$ cat config.mk
export PLATFORM = sky130hd
export DESIGN_NAME = mem_port_arbiter_flat
export DESIGN_NICKNAME = d
export VERILOG_FILES = /design/src/rtl/mem_port_arbiter_pkg.sv /design/src/rtl/mem_port_arbiter_if.sv /design/src/rtl/mem_port_arbiter_latency_counter.sv /design/src/rtl/mem_port_arbiter.sv /design/src/flat_wrapper.sv
export SDC_FILE = /design/constraint.sdc
export NUM_CORES = 1
export LEC_CHECK = 0
export CORE_MARGIN = 2
export CORE_UTILIZATION = 39
export CTS_CLUSTER_DIAMETER = 80
export DETAILED_ROUTE_END_ITERATION = 10
export PLACE_DENSITY_LB_ADDON = 0.25
export SLEW_MARGIN = 10
export SYNTH_ARGS = -nofsm -noshare
export SYNTH_HDL_FRONTEND = slang
export SYNTH_HIERARCHICAL = 1
export SYNTH_SLANG_ARGS = --single-unit
$ cat constraint.sdc
create_clock -name clock -period 2.1 [get_ports clock]
set_input_delay 0.42 -clock clock [delete_from_list [all_inputs] [get_ports clock]]
set_output_delay 0.42 -clock clock [all_outputs]
set_load 0.1 [all_outputs]
$ cat src/rtl/mem_port_arbiter_pkg.sv
// Shared types for the fetch/data memory port arbiter.
// FSM states, owner codes and the D-win saturating step.
package mem_port_arbiter_pkg;

  typedef enum logic [1:0] {
    S_IDLE  = 2'd0,
    S_ISSUE = 2'd1,
    S_WAIT  = 2'd2,
    S_DONE  = 2'd3
  } arb_state_e;

  typedef enum logic {
    OWN_I = 1'b0,
    OWN_D = 1'b1
  } arb_owner_e;

  function automatic int unsigned dwin_next(
    input int unsigned cnt,
    input int unsigned max_win,
    input logic        gnt_d,
    input logic        i_pend
  );
    if (gnt_d && i_pend)
      return (cnt >= max_win) ? max_win : cnt + 1;
    return 0;
  endfunction

endpackage

$ cat src/rtl/mem_port_arbiter_if.sv
// Bus bundle between CPU ports, arbiter and unified memory.
// slave = arbiter view, master = CPU/memory side.
interface mem_port_arbiter_if #(
  parameter int ADDR_W = 32,
  parameter int DATA_W = 32
);
  logic              i_req;
  logic [ADDR_W-1:0] i_addr;
  logic [DATA_W-1:0] i_rdata;
  logic              i_ready;

  logic              d_req;
  logic              d_we;
  logic [ADDR_W-1:0] d_addr;
  logic [DATA_W-1:0] d_wdata;
  logic [DATA_W-1:0] d_rdata;
  logic              d_ready;

  logic              m_en;
  logic              m_we;
  logic [ADDR_W-1:0] m_addr;
  logic [DATA_W-1:0] m_wdata;
  logic [DATA_W-1:0] m_rdata;

  logic              stall;

  modport slave (
    input  i_req, i_addr,
    output i_rdata, i_ready,
    input  d_req, d_we, d_addr, d_wdata,
    output d_rdata, d_ready,
    output m_en, m_we, m_addr, m_wdata,
    input  m_rdata,
    output stall
  );

  modport master (
    output i_req, i_addr,
    input  i_rdata, i_ready,
    output d_req, d_we, d_addr, d_wdata,
    input  d_rdata, d_ready,
    input  m_en, m_we, m_addr, m_wdata,
    output m_rdata,
    input  stall
  );

endinterface

$ cat src/rtl/mem_port_arbiter_latency_counter.sv
// Memory latency down-counter for the arbiter WAIT state.
// o_last flags the cycle in which the count reaches zero.
module latency_counter #(
  parameter int MAX = 1
) (
  input  logic clock,
  input  logic reset,
  input  logic i_load,
  input  logic i_dec,
  output logic o_last
);

  localparam int CW = $clog2(MAX + 1);

  logic [CW-1:0] r_cnt;

  always_ff @(posedge clock) begin
    if (reset) begin
      r_cnt <= '0;
    end else if (i_load) begin
      r_cnt <= CW'(MAX);
    end else if (i_dec && r_cnt != '0) begin
      r_cnt <= r_cnt - CW'(1);
    end
  end

  assign o_last = (r_cnt == CW'(1));

endmodule

$ cat src/rtl/mem_port_arbiter.sv
// Single-port memory arbiter for fetch (I) and data (D) ports.
// D wins by default; I is guaranteed a grant after MAX_DWIN D wins.
module mem_port_arbiter
  import mem_port_arbiter_pkg::*;
#(
  parameter int ADDR_W      = 32,
  parameter int DATA_W      = 32,
  parameter int MEM_LATENCY = 1,
  parameter int MAX_DWIN    = 4
) (
  input logic          clock,
  input logic          reset,
  mem_port_arbiter_if.slave bus
);

  localparam int DWW = $clog2(MAX_DWIN + 1);

  arb_state_e        r_state;
  arb_owner_e        r_owner;
  logic [DWW-1:0]    r_dwin;
  logic              r_m_en;
  logic              r_m_we;
  logic [ADDR_W-1:0] r_m_addr;
  logic [DATA_W-1:0] r_m_wdata;
  logic              r_i_ready;
  logic              r_d_ready;
  logic [DATA_W-1:0] r_i_rdata;
  logic [DATA_W-1:0] r_d_rdata;

  logic w_dwin_ok;
  logic w_gnt_d;
  logic w_gnt_i;
  logic w_last;

  assign w_dwin_ok = (r_dwin < DWW'(MAX_DWIN));
  assign w_gnt_d   = bus.d_req & (~bus.i_req | w_dwin_ok);
  assign w_gnt_i   = bus.i_req & ~w_gnt_d;

  latency_counter #(
    .MAX (MEM_LATENCY)
  ) u_lat (
    .clock  (clock),
    .reset  (reset),
    .i_load (r_state == S_ISSUE),
    .i_dec  (r_state == S_WAIT),
    .o_last (w_last)
  );

  always_ff @(posedge clock) begin
    if (reset) begin
      r_state   <= S_IDLE;
      r_owner   <= OWN_I;
      r_dwin    <= '0;
      r_m_en    <= 1'b0;
      r_m_we    <= 1'b0;
      r_m_addr  <= '0;
      r_m_wdata <= '0;
      r_i_ready <= 1'b0;
      r_d_ready <= 1'b0;
      r_i_rdata <= '0;
      r_d_rdata <= '0;
    end else begin
      unique case (r_state)
        S_IDLE: begin
          if (w_gnt_d || w_gnt_i) begin
            r_state   <= S_ISSUE;
            r_owner   <= w_gnt_d ? OWN_D : OWN_I;
            r_m_en    <= 1'b1;
            r_m_we    <= w_gnt_d & bus.d_we;
            r_m_addr  <= w_gnt_d ? bus.d_addr : bus.i_addr;
            r_m_wdata <= w_gnt_d ? bus.d_wdata : '0;
            r_dwin    <= DWW'(dwin_next(
                           int'(r_dwin), MAX_DWIN,
                           w_gnt_d, bus.i_req));
          end
        end
        S_ISSUE: begin
          r_m_en  <= 1'b0;
          r_m_we  <= 1'b0;
          r_state <= S_WAIT;
        end
        S_WAIT: begin
          if (w_last) begin
            r_state   <= S_DONE;
            r_i_ready <= (r_owner == OWN_I);
            r_d_ready <= (r_owner == OWN_D);
            r_i_rdata <= (r_owner == OWN_I) ? bus.m_rdata : '0;
            r_d_rdata <= (r_owner == OWN_D) ? bus.m_rdata : '0;
          end
        end
        S_DONE: begin
          // back to IDLE so a held req cannot re-grant during ready
          r_state   <= S_IDLE;
          r_i_ready <= 1'b0;
          r_d_ready <= 1'b0;
          r_i_rdata <= '0;
          r_d_rdata <= '0;
        end
        default: r_state <= S_IDLE;
      endcase
    end
  end

  assign bus.m_en    = r_m_en;
  assign bus.m_we    = r_m_we;
  assign bus.m_addr  = r_m_addr;
  assign bus.m_wdata = r_m_wdata;
  assign bus.i_ready = r_i_ready;
  assign bus.d_ready = r_d_ready;
  assign bus.i_rdata = r_i_rdata;
  assign bus.d_rdata = r_d_rdata;
  assign bus.stall   = (bus.i_req & ~r_i_ready)
                     | (bus.d_req & ~r_d_ready);

endmodule
$ cat src/flat_wrapper.sv
// flat-port wrapper written by rule: the top's interface ports become plain ports
module mem_port_arbiter_flat import mem_port_arbiter_pkg::*;
#(
  parameter int ADDR_W      = 32,
  parameter int DATA_W      = 32,
  parameter int MEM_LATENCY = 1,
  parameter int MAX_DWIN    = 4
)
  (clock, reset, bus_i_req, bus_i_addr, bus_i_rdata, bus_i_ready, bus_d_req, bus_d_we, bus_d_addr, bus_d_wdata, bus_d_rdata, bus_d_ready, bus_m_en, bus_m_we, bus_m_addr, bus_m_wdata, bus_m_rdata, bus_stall);
  mem_port_arbiter_if #(.ADDR_W(ADDR_W), .DATA_W(DATA_W)) bus_i ();
  input logic clock;
  input logic reset;
  input wire logic [$bits(bus_i.i_req)-1:0] bus_i_req;
  input wire logic [$bits(bus_i.i_addr)-1:0] bus_i_addr;
  output wire logic [$bits(bus_i.i_rdata)-1:0] bus_i_rdata;
  output wire logic [$bits(bus_i.i_ready)-1:0] bus_i_ready;
  input wire logic [$bits(bus_i.d_req)-1:0] bus_d_req;
  input wire logic [$bits(bus_i.d_we)-1:0] bus_d_we;
  input wire logic [$bits(bus_i.d_addr)-1:0] bus_d_addr;
  input wire logic [$bits(bus_i.d_wdata)-1:0] bus_d_wdata;
  output wire logic [$bits(bus_i.d_rdata)-1:0] bus_d_rdata;
  output wire logic [$bits(bus_i.d_ready)-1:0] bus_d_ready;
  output wire logic [$bits(bus_i.m_en)-1:0] bus_m_en;
  output wire logic [$bits(bus_i.m_we)-1:0] bus_m_we;
  output wire logic [$bits(bus_i.m_addr)-1:0] bus_m_addr;
  output wire logic [$bits(bus_i.m_wdata)-1:0] bus_m_wdata;
  input wire logic [$bits(bus_i.m_rdata)-1:0] bus_m_rdata;
  output wire logic [$bits(bus_i.stall)-1:0] bus_stall;
  assign bus_i.i_req = bus_i_req;
  assign bus_i.i_addr = bus_i_addr;
  assign bus_i_rdata = bus_i.i_rdata;
  assign bus_i_ready = bus_i.i_ready;
  assign bus_i.d_req = bus_d_req;
  assign bus_i.d_we = bus_d_we;
  assign bus_i.d_addr = bus_d_addr;
  assign bus_i.d_wdata = bus_d_wdata;
  assign bus_d_rdata = bus_i.d_rdata;
  assign bus_d_ready = bus_i.d_ready;
  assign bus_m_en = bus_i.m_en;
  assign bus_m_we = bus_i.m_we;
  assign bus_m_addr = bus_i.m_addr;
  assign bus_m_wdata = bus_i.m_wdata;
  assign bus_i.m_rdata = bus_m_rdata;
  assign bus_stall = bus_i.stall;
  mem_port_arbiter #(.ADDR_W(ADDR_W), .DATA_W(DATA_W), .MEM_LATENCY(MEM_LATENCY), .MAX_DWIN(MAX_DWIN)) u_core (.clock(clock), .reset(reset), .bus(bus_i));
endmodule
==> metrics.txt <==
cell area after synthesis=approximately 0.005 mm^2; cell count after placement=934; clock share of power=between 20% and 30%; max-capacitance violation count=0; TritonRoute pass-1 iters=5; Root Driver=clkbuf_16; vias in the first global route=roughly 5k; DIE HEIGHT=119 um; wire per inst=between 15 and 20 um; Slew Limit Fails=0; skew final=between 0.005 and 0.006 ns; register area share after synthesis=a little over half; first-pass GRT wire length=approximately 25000 um; period utilization=a little over nine tenths; Final min period=~2 ns; CP Class=in -> out; TNS Setup=0 ns; DR vias/cell=approximately 5.3; Slew Limit Headroom=between 50% and 60%; share of cells above drive strength 1=23.0%; Worst-path clk slew=~0.05 ns; total power=around 12000 uW; count of cell types in the netlist=32; CTS sink count=approximately 140; GPL Wtd Cong=0.766; Inserted Clock Buffers=17; Mapped Nets=approximately 680; Sw Ratio=around 44%; initial core utilization=40.3%; initial antenna violation count=0; Reg2Reg Setup Slack=around 0.32 ns; drt total wl=between 15000 and 20000 um; Synth Register Bits=approximately 140; total number of vias=approximately 5k; switching power=~5100 uW; hold path depth=1; top_reg_cell synth=dfxtp_1; largest area contributor in the netlist=dfxtp_1; hold path start=u_core/bus.d_rdata[10]$_SDFFE_PP0P_; Setup Viol. Count Final=0; Post-synth EDFFs=0; status=completed; worst setup margin=approximately 0.10 ns; Reg power frac=between 20% and 30%; CP Data Arrival Time=between 1.5 and 2 ns; worst-margin pin slew=approximately 0.64 ns; synth top area cells=dfxtp_1 54%, a21oi_1 6.6%, a32o_1 6.2%; leakage power=approximately 0.0034 uW; die area=approximately 0.014 mm^2; Max Clk Rate=between 0.5 and 0.6 GHz; maximum VDD drop=approximately 840 uV; most frequent cells in the layout=139 x buf_4, 139 x dfxtp_1, 132 x clkdlybuf4s50_1; P_int=around 6500 uW; Worst EP required=between 1.5 and 2 ns; Hold Path Class=reg -> reg; Detailed Place HPWL=roughly 11000 um; crit path capture type=output pin; # rows=41; R2R depth=6; Reg2Reg Capture Point=u_core/bus.i_rdata[26]$_SDFFE_PP0P_; diode count=0; Syn. warnings=6; drc violations=0; Post-Place Setup Slack=-0.00485 ns; r2r startpoint=u_core/r_state[0]$_SDFFE_PP0P_; Iteration-0 DRC Markers=318; largest net degree at the start of global routing=65; CTS tree=done; Hold Fails Final Rpt=0; Syn Area/Cell=9.58 um^2; Hold EP=u_core/bus.d_rdata[10]$_SDFFE_PP0P_; input/output buffers=about 270; grt ovf=0; Synth top area share=between 50% and 60%; CTS HTree Levels=4; area grow syn2layout=61.1%; combinational power share=between 40% and 50%; fin nets=roughly 920; Clock Path Buffers=2; Post-CTS Setup Bufs=0; RSZ-0062 raised after global routing=false; fin cells=966; core footprint=between 0.01 and 0.015 mm^2; Cells after Synth=about 540; CTS Hold Bufs=0; io pins=about 270; crit-path max FO=8; Power Dens Cells=around 1400 mW/mm^2; Tot GR Track Use=21.6%; Die X=between 100 and 150 um; post-route ant nets=0; latest clock arrival within the worst-skew pair=roughly 0.41 ns; worst hold slack=0.462 ns; # resized after CTS=0; Setup crit start kind=input pin; Synth async-reset ratio=0%
synthesized netlist by cell type (2+ instances only):
| library cell | instances |
|---|---|
| dfxtp_1 | 139 |
| nand2_1 | 71 |
| a21oi_1 | 68 |
| nor2_1 | 38 |
| a32o_1 | 32 |
| a32oi_1 | 32 |
| clkbuf_1 | 32 |
| o21ai_0 | 32 |
| o2bb2ai_1 | 32 |
| buf_2 | 15 |
| inv_1 | 9 |
| ha_1 | 7 |
| a22oi_1 | 3 |
| buf_4 | 3 |
| buf_6 | 3 |
| and2_1 | 2 |
| mux2i_1 | 2 |
| nand4b_1 | 2 |
| o21a_1 | 2 |
worst max-delay path, stage by stage:
cell	delay [ns]
clkdlybuf4s50_1	0.67
inv_1	0.09
o22ai_2	0.19
buf_12	0.20
power groups by stage:
| stage | Clock (uW) | Combinational (uW) | Sequential, uW |
|---|---|---|---|
| 2_1_floorplan | 0 | 1250 | 5790 |
| 6_report | 3310 | 5010 | 3260 |
| 3_5_place_dp | 0 | 5010 | 3300 |
| 4_1_cts | 3380 | 5020 | 3260 |
| 3_3_place_gp | 0 | 4960 | 3280 |
| 5_1_grt | 3510 | 5230 | 3310 |
registers in the layout (all words and copies together) (netlist names):
name and flops:
u_core/bus.d_rdata 32, u_core/bus.i_rdata 32, u_core/bus.m_addr 32, u_core/bus.m_wdata 32, u_core/r_dwin 3, u_core/r_state 2
u_core/bus.d_ready 1, u_core/bus.i_ready 1, u_core/bus.m_en 1, u_core/bus.m_we 1, u_core/r_owner 1, u_core/u_lat/o_last 1
layer usage:
| metal | up-vias | track usage [%] | wire [um] | share of wire [%] |
|---|---|---|---|---|
| met1 | 2405 | 25.0 | 6400 | 41 |
| met5 | - | 0 | 0 | 0 |
| met3 | 29 | 7.81 | 1430 | 9.2 |
| met2 | 240 | 35.6 | 7360 | 47 |
| met4 | 0 | 10.4 | 398 | 2.6 |
| li1 | 2449 | - | - | - |
per-stage QoR:
stage	area [um^2]	util, %
after floorplan	5150	-
after global placement	7630	59.7
after detailed placement	7630	59.7
after CTS	8290	64.9
after global routing	8290	64.9
final	8290	64.9
worst max path at each step:
stage                                               start  cells after the start                            endpoint
after detailed placement                        bus_i_req                      4  u_core/bus.m_addr[13]$_SDFFE_PP0P_
final                                           bus_i_req                      4                           bus_stall
after global routing                            bus_i_req                      4                           bus_stall
after global placement                          bus_i_req                      4   u_core/bus.m_addr[0]$_SDFFE_PP0P_
after floorplan           u_core/bus.i_ready$_SDFFE_PP0P_                      1                           bus_stall
after CTS                                       bus_i_req                      4                           bus_stall
cells by family after synthesis:
group | after synthesis | share of synthesized area, %
buf+inv | 63 | 5.62
simple gates | 117 | 9.27
mux | 2 | 0.389
compound gates | 209 | 28.9
flops | 139 | 54.1
fa+ha+maj | 7 | 1.70
cell type report:
type	instances	area, um^2
clock buffers	22	474
multi-input cells	335	2090
flip-flops and latches	139	2780
inverters	10	37.5
clock inverters	10	186
well taps	172	215
repair buffers	278	2500
fillers	1014	4490
Note: power is estimated with default switching activity, not from simulation.
==> edit 1 (config.mk and constraints unchanged) <==
`MEM_LATENCY` is set to 1 in 2 places; all go to 2.
--- a/src/rtl/mem_port_arbiter.sv
+++ b/src/rtl/mem_port_arbiter.sv
@@ -6,5 +6,5 @@
   parameter int ADDR_W      = 32,
   parameter int DATA_W      = 32,
-  parameter int MEM_LATENCY = 1,
+  parameter int MEM_LATENCY = 2,
   parameter int MAX_DWIN    = 4
 ) (
--- a/src/flat_wrapper.sv
+++ b/src/flat_wrapper.sv
@@ -4,5 +4,5 @@
   parameter int ADDR_W      = 32,
   parameter int DATA_W      = 32,
-  parameter int MEM_LATENCY = 1,
+  parameter int MEM_LATENCY = 2,
   parameter int MAX_DWIN    = 4
 )
Behaviour: not the same (a bounded check fails within 4 cycles, from zero or initial values and one cycle with reset high).
==> edit 1 against the unedited design <==
- sequential cell count increased by 1
- setup slack improved by 71 ps
- critical path depth unchanged
- final area increased by 0.69%
- non-clock buffer count unchanged
- synthesized area increased by 1.6%
- power decreased by 5.1%
- wire length increased by 4.1%
- critical path type unchanged
- critical endpoint unchanged
==> edit 1: results (changes against the unedited design) <==
{| class="wikitable"
! Metric !! Value
|-
| Worst Path Max Fanout || 8 (unchanged)
|-
| Commonest cells post-synth || 140 x dfxtp_1, 71 x nand2_1, 68 x a21oi_1
|-
| Initial antenna violation count || 0 (unchanged)
|-
| Min-delay worst type || flop to flop
|-
| Worst clock skew || 4.79 ps (-1.20 ps)
|-
| Clock transition time at the flip-flop clock pins of the worst setup and hold paths || 60 ps
|-
| Arrival time worst endpoint || 1510 ps (-70 ps)
|-
| Global-route total usage across every layer || 22.1% (+0.48 points)
|-
| Clock latency on the worst-skew pair || 400 ps
|-
| Smallest hold slack || 464 ps (+2.20 ps)
|-
| Startpoint of the most critical hold path || u_core/bus.d_rdata[14]
|-
| Wire length per cell || 16.6 um (+2.9%)
|-
| Sw power || 4.79 mW (-5.9%)
|-
| Placed cell area || 7720 um2 (+1.3%)
|-
| IO buf count || 265 (unchanged)
|-
| Filler Cell Count || 1069 (+5.4%)
|-
| Endpoint of the most critical register-to-register path || u_core/bus.i_rdata[17]
|-
| Number of buffers added for setup after CTS || 0 (unchanged)
|-
| Violation count after the first detailed-routing iteration || 390 (+23%)
|-
| Count of distinct cell types in the synthesized netlist || 34 (+6.3%)
|-
| Count of inserted antenna diode cells || 0 (unchanged)
|-
| Yosys warnings || 6 (unchanged)
|-
| Post-route design area || 8350 um2 (+0.69%)
|-
| Number of CTS-inserted buffers || 17 (unchanged)
|-
| Worst slew pin tran || 640 ps (+2.00 ps)
|-
| Outcome || finished clean
|-
| Cells on worst reg2reg path || 6 (unchanged)
|-
| Number of nets at the end of the flow || 931 (+1.1%)
|-
| Worst reg2reg setup slack || 220 ps (-100 ps)
|-
| Most area-consuming cells after synthesis || dfxtp_1 54%, a21oi_1 6.5%, a32o_1 6.1%
|-
| Max clock buf depth || 2 (unchanged)
|-
| CTS Root Cell || clkbuf_16
|-
| Maximum vdd drop || 0.817 mV (-3.0%)
|-
| First-pass GRT wire length || 25500 um (+3.0%)
|-
| Post-Synthesis Net Count || 687 (+1.5%)
|-
| Min-Delay Path Depth || 1 (unchanged)
|-
| Placed wire-length estimate || 11100 um (+3.4%)
|-
| Via count of the first global-routing pass || 5085 (+1.5%)
|-
| Crit Reg-Reg Startpoint || u_core/r_state[0]
|-
| Total number of H-tree levels || 4 (unchanged)
|-
| Initial DRT Pass Iterations || 5 (unchanged)
|-
| Vias || 5213 (+1.8%)
|-
| Leak pwr || 3.44 nW (+0.67%)
|-
| CTS Hold Bufs || 0 (unchanged)
|-
| Share of the yosys chip area belonging to registers || 53.7% (-0.45 points)
|-
| Resized Gates After CTS || 0 (unchanged)
|-
| End point of the most critical hold path || u_core/bus.d_rdata[14]
|-
| Gpl congestion || 0.772 (+0.70%)
|-
| Pin count of the biggest net entering global routing || 65 (unchanged)
|-
| Proportion of register bits with asynchronous set or reset after synthesis || 0% (unchanged)
|-
| Share of post-route cells with drive strength above 1 || 22.9% (-0.11 points)
|}
[edit 1: final cells by class]
cell class / count / area share (%)
clock buffer: 22 / 5.80
clock inverter: 10 / 1.63
inverter: 11 / 0.495
multi-input combinational: 341 / 25.7
sequential: 140 / 33.6
tap: 176 / 2.64
timing repair buffer: 278 / 30.2
[edit 1: kinds of logic after synthesis]
| family | Yosys count | share of synthesized area [%] |
|---|---|---|
| XOR/XNOR | 1 | 0.168 |
| flip-flops | 140 | 53.7 |
| AO/OA/AOI/OAI | 209 | 28.5 |
| buffers and inverters | 64 | 5.60 |
| adder cells (fa/ha/maj) | 9 | 2.16 |
| multiplexers | 2 | 0.383 |
| AND/OR/NAND/NOR | 120 | 9.58 |
[edit 1: how the worst max path moves through the flow]
stage / from / end / slack [ps] / cells after the start
final: bus_d_req / bus_stall / 170 / 4
after CTS: bus_d_req / bus_stall / 170 / 4
after detailed placement: bus_i_req / u_core/bus.m_addr[4] / -7 / 5
after global routing: u_core/r_state[0] / u_core/bus.d_rdata[24] / 90 / 6
after global placement: bus_i_req / u_core/bus.m_addr[11] / 130 / 5
after floorplan: u_core/bus.i_ready / bus_stall / 10 / 1
[edit 1: critical path: stages]
cell,delay [ps]
clkdlybuf4s50_1,630
inv_1,90
o22ai_2,170
buf_12,200
[edit 1: per-layer routing]
layer,vias to the layer above,GRT usage [%],wire (um)
li1,2486,-,-
met1,2472,26.3,6610
met2,238,37.1,7890
met3,17,7.51,1490
met4,0,7.94,235
met5,-,0,0
[edit 1: per-stage QoR]
step                      cells  worst slack (ps)
after CTS                   978               166
after floorplan             545              12.3
final                       978               172
after global routing        978              87.1
after detailed placement    946             -6.98
after global placement      946               128
[edit 1: power by group through the flow]
stage	clock, mW	combinational [mW]	sequential, mW
6_report	3.10	4.68	3.23
2_1_floorplan	0	1.20	5.50
4_1_cts	3.16	4.68	3.22
3_3_place_gp	0	4.57	3.25
3_5_place_dp	0	4.67	3.26
5_1_grt	3.30	4.90	3.26
==> edit 2 (same settings) <==
Made on the original files. Make the reset (`reset`) asynchronous in 2 clocked blocks.
--- a/src/rtl/mem_port_arbiter_latency_counter.sv
+++ b/src/rtl/mem_port_arbiter_latency_counter.sv
@@ -15,5 +15,5 @@
   logic [CW-1:0] r_cnt;
 
-  always_ff @(posedge clock) begin
+  always_ff @(posedge clock or posedge reset) begin
     if (reset) begin
       r_cnt <= '0;
--- a/src/rtl/mem_port_arbiter.sv
+++ b/src/rtl/mem_port_arbiter.sv
@@ -47,5 +47,5 @@
   );
 
-  always_ff @(posedge clock) begin
+  always_ff @(posedge clock or posedge reset) begin
     if (reset) begin
       r_state   <= S_IDLE;
Behaviour: differs if reset is asserted again (counterexample within 4 cycles, from zero or initial values and one cycle with reset high); with reset held inactive, the same outputs for 10 cycles.
==> edit 2 against the unedited design <==
- sequential cell count did not move
- setup slack better by 3.2 ps
- synthesized area rose by 6.1%
- wire length decreased by 2.5%
- clock skew up 2.9 ps
- critical path depth stayed put
- final area up 4.8%
- critical path type unchanged
- largest cell class unchanged
- highest routed layer unchanged
Power is left out: the tool's default activity adds up to more than one toggle a clock period on the data nets, which glitch-free logic cannot reach.
==> edit 2: results (changes against the unedited design) <==
{| class="wikitable"
! Metric !! Value
|-
| Outcome || finished clean
|-
| Yosys warnings || 6 (unchanged)
|-
| Clock latency on the worst-skew pair || 420 ps
|-
| CTS Root Cell || clkbuf_16
|-
| Min-delay worst type || primary input to asynchronous set/reset pin
|-
| Violation count after the first detailed-routing iteration || 310 (-2.5%)
|-
| Placed wire-length estimate || 10600 um (-1.2%)
|-
| DRT Wirelength || 15200 um (-2.5%)
|-
| Share of post-route cells with drive strength above 1 || 26.5% (+3.4 points)
|-
| Initial antenna violation count || 0 (unchanged)
|-
| Filler Cell Count || 1116 (+10%)
|-
| Via count of the first global-routing pass || 4626 (-7.6%)
|-
| First-pass GRT wire length || 23600 um (-4.7%)
|-
| Initial DRT Pass Iterations || 4 (-1)
|-
| Number of nets at the end of the flow || 849 (-7.8%)
|-
| Count of distinct cell types in the synthesized netlist || 28 (-13%)
|-
| Proportion of register bits with asynchronous set or reset after synthesis || 100% (+100 points)
|-
| Share of the yosys chip area belonging to registers || 63.8% (+9.7 points)
|-
| Total number of H-tree levels || 4 (unchanged)
|-
| Final-report hold violation count || 0 (unchanged)
|-
| Final count of pins violating max slew || 0 (unchanged)
|-
| Most area-consuming cells after synthesis || dfrtp_1 64%, a22o_1 16%, a21oi_1 6.1%
|-
| Resized Gates After CTS || 0 (unchanged)
|-
| Pin count of the biggest net entering global routing || 98 (+51%)
|-
| Via count normalized by instance count || 5.05 (-4.9%)
|-
| Worst Path Max Fanout || 5 (-3)
|-
| Gpl congestion || 0.827 (+7.9%)
|-
| Clock transition time at the flip-flop clock pins of the worst setup and hold paths || 60 ps
|-
| Number of CTS-inserted buffers || 17 (unchanged)
|-
| IO buf count || 265 (unchanged)
|-
| Worst clock skew || 8.86 ps (+2.87 ps)
|-
| Global-route total usage across every layer || 20.4% (-1.2 points)
|-
| Predominant post-synthesis flop cell || dfrtp_1
|-
| Worst slew pin tran || 621 ps (-16.8 ps)
|-
| Count of inserted antenna diode cells || 0 (unchanged)
|-
| Number of buffers added for setup after CTS || 0 (unchanged)
|-
| Max clock buf depth || 2 (unchanged)
|-
| Commonest cells post-synth || 139 x dfrtp_1, 98 x a22o_1, 66 x a21oi_1
|-
| Post-Synthesis Net Count || 583 (-14%)
|}
[edit 2: critical path: stages]
cell and delay [ps]:
clkdlybuf4s50_1 600, inv_1 140, o22ai_4 210, buf_12 200
[edit 2: path summary, 6_finish.rpt]
kind	start	end	slack (ps)	cells past startpoint
setup / recovery	bus_i_req	bus_stall	100	4
hold / removal	reset	u_core/u_lat/o_last	220	2
setup reg to reg	u_core/r_state[0]	u_core/bus.d_rdata[28]	380	5
hold reg to reg	u_core/bus.i_rdata[10]	u_core/bus.i_rdata[10]	510	1
max in group asynchronous	reset	u_core/bus.m_wdata[24]	1150	3
min in group clock	u_core/bus.i_rdata[10]	u_core/bus.i_rdata[10]	510	1
[edit 2: logic make-up (layout without fill, tap and decap cells)]
logic type / count (synthesis) / count (layout) / share of synthesized area, %
AO/OA/AOI/OAI: 177 / 177 / 24.0
AND/OR/NAND/NOR: 73 / 73 / 5.57
buffers and inverters: 44 / 323 / 4.50
multiplexers: 3 / 3 / 0.596
adder cells (fa/ha/maj): 7 / 7 / 1.61
flip-flops: 139 / 139 / 63.8
[edit 2: through the flow]
step                cells  worst slack (ps)  cell area, um2
floorplan             443             -41.1            5470
global placement      870               105            8050
CTS                   902              99.8            8680
detailed placement    870              28.1            8050
finish                902               105            8680
global route          902              46.6            8680
[edit 2: layout make-up]
| type | count | share of cell area, % |
|---|---|---|
| clock buffer | 19 | 5.10 |
| clock inverter | 13 | 2.19 |
| inverter | 11 | 0.519 |
| multi-input combinational | 260 | 20.4 |
| sequential | 139 | 40.1 |
| tap | 180 | 2.59 |
| timing repair buffer | 280 | 29.2 |
[edit 2: metal layers]
metal / vias up / global-route usage (%) / wire length [um]
li1: 2136 / - / -
met1: 2205 / 25.1 / 6230
met2: 186 / 34.6 / 7700
met3: 24 / 3.90 / 874
met4: 0 / 9.77 / 392
met5: - / 0 / 0
